[src/rtl/traffic_pkg.sv]
// Shared light and fault encodings for the intersection road-side model.
//   light_t        : one-hot street light code driven by the controller
//   fault_t        : safety-fault code captured by the checker
//   is_legal_light : true when a 3-bit light code is one of the one-hot values
package traffic_pkg;

    typedef enum logic [2:0] {
        GREEN  = 3'b001,
        YELLOW = 3'b010,
        RED    = 3'b100
    } light_t;

    typedef enum logic [1:0] {
        FAULT_NONE     = 2'b00,
        FAULT_ILLEGAL  = 2'b01,
        FAULT_CONFLICT = 2'b10,
        FAULT_SKIP     = 2'b11
    } fault_t;

    function automatic logic is_legal_light(input logic [2:0] l);
        return (l == GREEN) || (l == YELLOW) || (l == RED);
    endfunction

endpackage

[src/rtl/street_queue.sv]
// Car queue for one street: counts arrivals, releases one car every
// DEPART_CYCLES green cycles, saturates at 2**QW-1 with a sticky overflow.
//   clk, reset : clock, synchronous active-high reset
//   light      : street light code (only GREEN drains the queue)
//   arrive     : one car arrives this cycle
//   q          : registered queue occupancy
//   t          : traffic sensor, queue non-empty (combinational from q)
//   ovf        : sticky, an arrival was dropped on a full queue
module street_queue
    import traffic_pkg::*;
#(
    parameter int unsigned QW            = 4,
    parameter int unsigned DEPART_CYCLES = 2
) (
    input  logic          clk,
    input  logic          reset,
    input  logic [2:0]    light,
    input  logic          arrive,
    output logic [QW-1:0] q,
    output logic          t,
    output logic          ovf
);

    localparam int unsigned   TW     = (DEPART_CYCLES > 1) ? $clog2(DEPART_CYCLES) : 1;
    localparam logic [TW-1:0] T_LAST = TW'(DEPART_CYCLES - 1);
    localparam logic [QW-1:0] Q_MAX  = '1;

    logic [TW-1:0] timer_q, timer_d;
    logic [QW-1:0] q_q, q_d;
    logic          ovf_q, ovf_d;
    logic          green;
    logic          depart;

    // Departure timer and occupancy next-state
    always_comb begin
        timer_d = '0;
        q_d     = q_q;
        ovf_d   = ovf_q;
        green   = (light == GREEN);
        depart  = green && (timer_q == T_LAST) && (q_q != '0);

        // Timer wraps on its last count whether or not a car left
        if (green && (timer_q != T_LAST)) begin
            timer_d = timer_q + TW'(1);
        end

        if (arrive && !depart) begin
            if (q_q == Q_MAX) begin
                ovf_d = 1'b1;
            end else begin
                q_d = q_q + QW'(1);
            end
        end else if (depart && !arrive) begin
            q_d = q_q - QW'(1);
        end
    end

    always_ff @(posedge clk) begin
        if (reset) begin
            timer_q <= '0;
            q_q     <= '0;
            ovf_q   <= 1'b0;
        end else begin
            timer_q <= timer_d;
            q_q     <= q_d;
            ovf_q   <= ovf_d;
        end
    end

    assign q   = q_q;
    assign t   = (q_q != '0);
    assign ovf = ovf_q;

endmodule

[config.mk]
export PLATFORM = sky130hd
export DESIGN_NAME = street_queue
export DESIGN_NICKNAME = d
export VERILOG_FILES = /design/src/rtl/traffic_pkg.sv /design/src/rtl/street_queue.sv
export SDC_FILE = /design/constraint.sdc
export NUM_CORES = 1
export LEC_CHECK = 0
export ABC_AREA = 0
export CAP_MARGIN = 0
export CORE_AREA = 2 2 39 41
export DETAILED_ROUTE_END_ITERATION = 10
export DIE_AREA = 0 0 41 43
export GPL_TIMING_DRIVEN = 0
export HOLD_SLACK_MARGIN = 0.06
export REMOVE_ABC_BUFFERS = 1
export SYNTH_ARGS = -nofsm -noshare
export SYNTH_HDL_FRONTEND = slang
export SYNTH_SLANG_ARGS = --single-unit
[constraint.sdc]
create_clock -name clk -period 5.1 [get_ports clk]
set_clock_uncertainty 0.1 [all_clocks]
set_input_delay 0.765 -clock clk [delete_from_list [all_inputs] [get_ports clk]]
set_output_delay 0.765 -clock clk [all_outputs]
set_load 0.01 [all_outputs]
=== After elaboration in Yosys (flattened, before gate mapping) ===
Cells that the tools add are included.

* Bits in registers: 6
* Bits in latches: 0
* Memory bits (writable): 0
* Memory bits (read-only): 0
* Input bits: 6
* Output and inout bits: 6
* Memories kept: 0

* Add/sub/neg operators: 3
* Multipliers: 0
* Divide/modulo/power cells: 0
* Magnitude comparators: 0
* Equal/unequal tests: 3
* Shift-type cells: 0
* Multiplexer cells: 3
* Bitwise operators: 2
* Reduce and logical (&&, ||, !) cells: 12

{| class="wikitable"
|+ Operators with widths
! kind !! number
|-
| 4-bit 2-to-1 mux || 3
|-
| 1-bit logical AND || 5
|-
| 4-bit by 1-bit adder with 4-bit output, second input constant || 1
|-
| 4-bit equality test, second input constant || 1
|-
| 2-bit AND reduction || 2
|-
| 4-bit nonzero test || 1
|-
| 4-bit by 1-bit subtractor with 4-bit output, second input constant || 1
|-
| 3-bit by 1-bit equality test with 1-bit output, second input constant || 1
|-
| 1-bit logical NOT || 2
|-
| 2-bit != test, second input constant || 1
|-
| 1-bit NOT || 2
|-
| 2-bit nonzero test || 1
|-
| 2-bit OR reduction || 1
|-
| 1-bit adder, second input constant || 1
|}

=== Depth between registers and ports, before layout ===
* Depth in word-level cells: 7
* Mapped depth: 8
* Gate-level depth less buffers: 8

=== Worst setup path after synthesis ===
No wires, ideal clock.

* Path type: input to register
* Start: in light[2]
* End: reg q_q[3], in the netlist q[3]
* Data arrival time: 2333 ps
* Data required time: 4905 ps
* Slack: 2571 ps
* Stages: 8
* Cell sequence: and4bb_2 -> a21oi_4 -> inv_1 -> ha_1 -> a21o_2 -> a2111oi_0 -> mux2i_1 -> o311ai_1

* Cells in the longest elaborated chain, start to end: 7

{| class="wikitable"
|+ RTL lines
! item !! line !! RTL
|-
| from (decl) || street_queue.sv:17 || <nowiki>input logic [2:0] light,</nowiki>
|-
| 3-bit by 1-bit equality test with 1-bit output * || street_queue.sv:39 || <nowiki>green = (light == GREEN);</nowiki>
|-
| 1-bit logical AND * (2 in series) || street_queue.sv:40 || <nowiki>depart = green && (timer_q == T_LAST) && (q_q != '0);</nowiki>
|-
| 1-bit logical NOT || street_queue.sv:47 || <nowiki>if (arrive && !depart) begin</nowiki>
|-
| 1-bit logical AND || street_queue.sv:47 ||
|-
| 2-bit != test (no source line) or 2-bit nonzero test (tied branches) || - ||
|-
| 2-bit AND reduction (no source line) || - ||
|-
| to (signal assigned) || street_queue.sv:65 || <nowiki>q_q <= q_d;</nowiki>
|-
| to (decl) || street_queue.sv:29 || <nowiki>logic [QW-1:0] q_q, q_d;</nowiki>
|}

Mark *: on every way between the ends. The rest lies on a longest branch, timed or not.
A chain may end at the register's enable or synchronous reset.

=== Final worst setup path ===
Same ends and word-level chain as after synthesis.

==> qor.csv <==
stage;metric;value;unit
clocking;CTS buffer count;3;
sta;FMAX;338;MHz
synth;largest cells by area after synthesis;dfxtp_1, ha_1, o311a_2;
synth;gate count of the mapped netlist;40;
placement;pre-CTS setup slack;1890;ps
worst_setup_path;worst r2r src;q[0];
synth;number of synthesized flops with an enable pin;0;
clocking;worst-case clock buffer depth;2;
placement;Final Wtd Congestion;0.814;
floorplanning;Die W;41;um
floorplanning;Starting Density;28.5;%
floorplanning;cell row count;14;
worst_setup_path;crit path launch;light[2];
worst_setup_path;Crit path arrival time;3010;ps
synth;Async SR Flop Fraction;0;%
global_routing;GR peak layer;met2;
sta;Pins Over Slew Limit;0;
min_path;hold crit path type;register to register;
detailed_routing;first drt pass iteration count;3;
synth;Yosys top cell area share;30.5;%
clocking;Clock Tree Root;clkbuf_4;
power;maximum VDD drop;0.107;mV
power;Tot Pwr;147;uW
global_routing;vias in the first global route;342;
synth;flip-flop and latch count after synthesis;6;
placement;Placed Cells incl. Taps;66;
global_routing;largest net degree at the start of global routing;8;
worst_setup_path;kind of critical path;input pin to register;
status;status;finished, final reports clean;
cells_and_area;Antenna Cells;0;
global_routing;first-pass GRT wire length;1390;um
worst_setup_path;Reg2Reg Setup Slack;2460;ps
detailed_routing;drt wl/cell;12.8;um
floorplanning;I/O pin cnt;12;
sta;Slew @ Worst Pin;504;ps
clocking;H-tree depth;1;
global_routing;total track usage;12.4;%
synth;Synth Area per Inst;9.85;um2
cells_and_area;Area Overhead vs Synth;37.8;%
sta;relative slew slack;66.2;%
synth;Post-Syn Area;394;um2
worst_setup_path;Crit path max-delay family;compound AO/OA/AOI/OAI gates;
sta;post-route minimum period;2960;ps
clocking;post-CTS setup buffers;0;
detailed_routing;routed vias;352;
sta;Setup-failing EPs final;0;
synth;Syn. warnings;0;
synth;largest area contributor in the netlist;dfxtp_1;
min_path;HP Start;timer_q;
placement;PortBufs;11;
clocking;Worst-Skew Late Latency;250;ps
synth;sequential area share after synthesis;30.5;%
detailed_routing;WL final;885;um
power;pwr/cell area;270;nW/um2
synth;prevailing post-synth register cell;dfxtp_1;
cells_and_area;Final Core Density;39.2;%
global_routing;initial antenna violation count;0;
sta;setup TNS;0;ps
cells_and_area;Nets;64;
worst_setup_path;critical path fanouts, max;5;
clocking;Post-CTS Resized;0;
synth;Synth cell types;24;
worst_setup_path;CP peak stage delay;470;ps
sta;RSZ-0062 raised after global routing;false;
floorplanning;CORE AREA;1380;um2
worst_setup_path;Worst Path Required;5150;ps
global_routing;met1 Usage GRT;14.1;%
clocking;CTS tree;yes;
detailed_routing;DR iter-0 viols;1;
global_routing;total congestion overflow;0;
flow_run;Max-cap violations;0;
worst_setup_path;CP Cell Sequence;clkdlybuf4s50_1 -> and4bb_2 -> a21oi_4 -> inv_1 -> ha_1 -> a21o_2 -> a2111oi_0 -> mux2i_1 -> o311ai_1;
placement;hpwl dp;646;um
floorplanning;DIE HEIGHT;43;um
floorplanning;die area;1760;um2
cells_and_area;fraction of layout cells with a size suffix above 1;20.8;%
global_routing;grt met3 use;4.71;%
worst_setup_path;Crit. End Element;register;
detailed_routing;Final ANT Viol Nets;0;
sta;Final Worst Setup Slack;2140;ps
worst_setup_path;crit path buf inv count;2;
cells_and_area;fin cells;69;
worst_setup_path;Worst Setup Start Kind;input pin;
clocking;clk sinks;6;
global_routing;met2 Use GR;16.6;%
detailed_routing;Remaining DRCs;0;
synth;count leader, synth;dfxtp_1;
sta;Tcrit/Tclk final;58.0;%
clocking;hold-fix buffer count after cts;0;
clocking;Worst-path clk slew;50;ps
worst_setup_path;Slowest cell on crit path;clkdlybuf4s50_1;
detailed_routing;vias per cell;5.10;
sta;final hold vios;0;
synth;synth cell count leaders;dfxtp_1, inv_1;
power;Leakage;0.215;nW
[cell usage in the layout (no fill, tap or decap)]
cell              n
clkdlybuf4s50_1  11
dfxtp_1           6
inv_1             3
clkbuf_4          3
nand2b_1          2
a21oi_1           2
a211oi_1          2
mux2i_1           2
nor2_1            2
nand2_1           2
o21ai_0           2
o311a_2           2
ha_1              2
or4_4             1
and4bb_2          1
a21oi_4           1
nor4_1            1
a21o_2            1
and4_2            1
a2111oi_0         1
and3_2            1
or4b_1            1
o311ai_1          1
xnor2_1           1
fa_1              1
[flip-flops by register name, summed over array words and instances (netlist names)]
name,count
q,4
ovf,1
timer_q,1
[layout make-up]
type	instances	area, um2
Timing Repair Buffer	11	110
Inverter	3	11.3
Clock buffer	3	22.5
Tap cell	16	20.0
Sequential cell	6	120
Multi-Input combinational cell	30	259
Fill cell	153	841
[report_power, final]
part / internal, mW / switching, mW / total (mW) / leakage [nW]
Clock: 0.0267 / 0.0187 / 0.0455 / 0.0138
Combinational: 0.0256 / 0.0188 / 0.0444 / 0.152
Sequential: 0.0508 / 0.00590 / 0.0567 / 0.0493
Total: 0.103 / 0.0434 / 0.147 / 0.215
[cell families after synthesis]
group                    count (synthesis)  synth area share, %
XOR/XNOR                                 1                 2.22
AND/OR/NAND/NOR                         12                 21.6
buffers and inverters                    4                 3.81
AO/OA/AOI/OAI                           12                 25.4
multiplexers                             2                 5.08
adder cells (fa/ha/maj)                  3                 11.4
flip-flops                               6                 30.5
[worst reg2reg max path: cells and delay by family (launching register included)]
family	cells	cell delay, ps
flops	1	380
mux	1	130
simple gates	1	580
fa+ha+maj	1	280
buf+inv	1	110
compound gates	4	970
[metrics by stage]
| stage | hold WS [ps] | cell area [um2] |
|---|---|---|
| global route | 347 | 543 |
| global placement | 307 | 520 |
| CTS | 316 | 543 |
| detailed placement | 309 | 520 |
| floorplan | 289 | 390 |
| finish | 310 | 543 |
[path summary, 6_finish.rpt]
| check | to | depth (start not counted) |
|---|---|---|
| setup / recovery | q[3] | 9 |
| hold / removal | timer_q | 1 |
| setup reg to reg | q[3] | 8 |
| hold reg to reg | timer_q | 1 |
[metal layers]
layer / part of all wire, % / vias up / wire (um)
li1: - / 180 / -
met1: 52 / 162 / 458
met2: 40 / 8 / 358
met3: 5.5 / 2 / 49
met4: 2.1 / 0 / 19
met5: 0 / - / 0
Note: power is estimated with default switching activity, not from simulation.
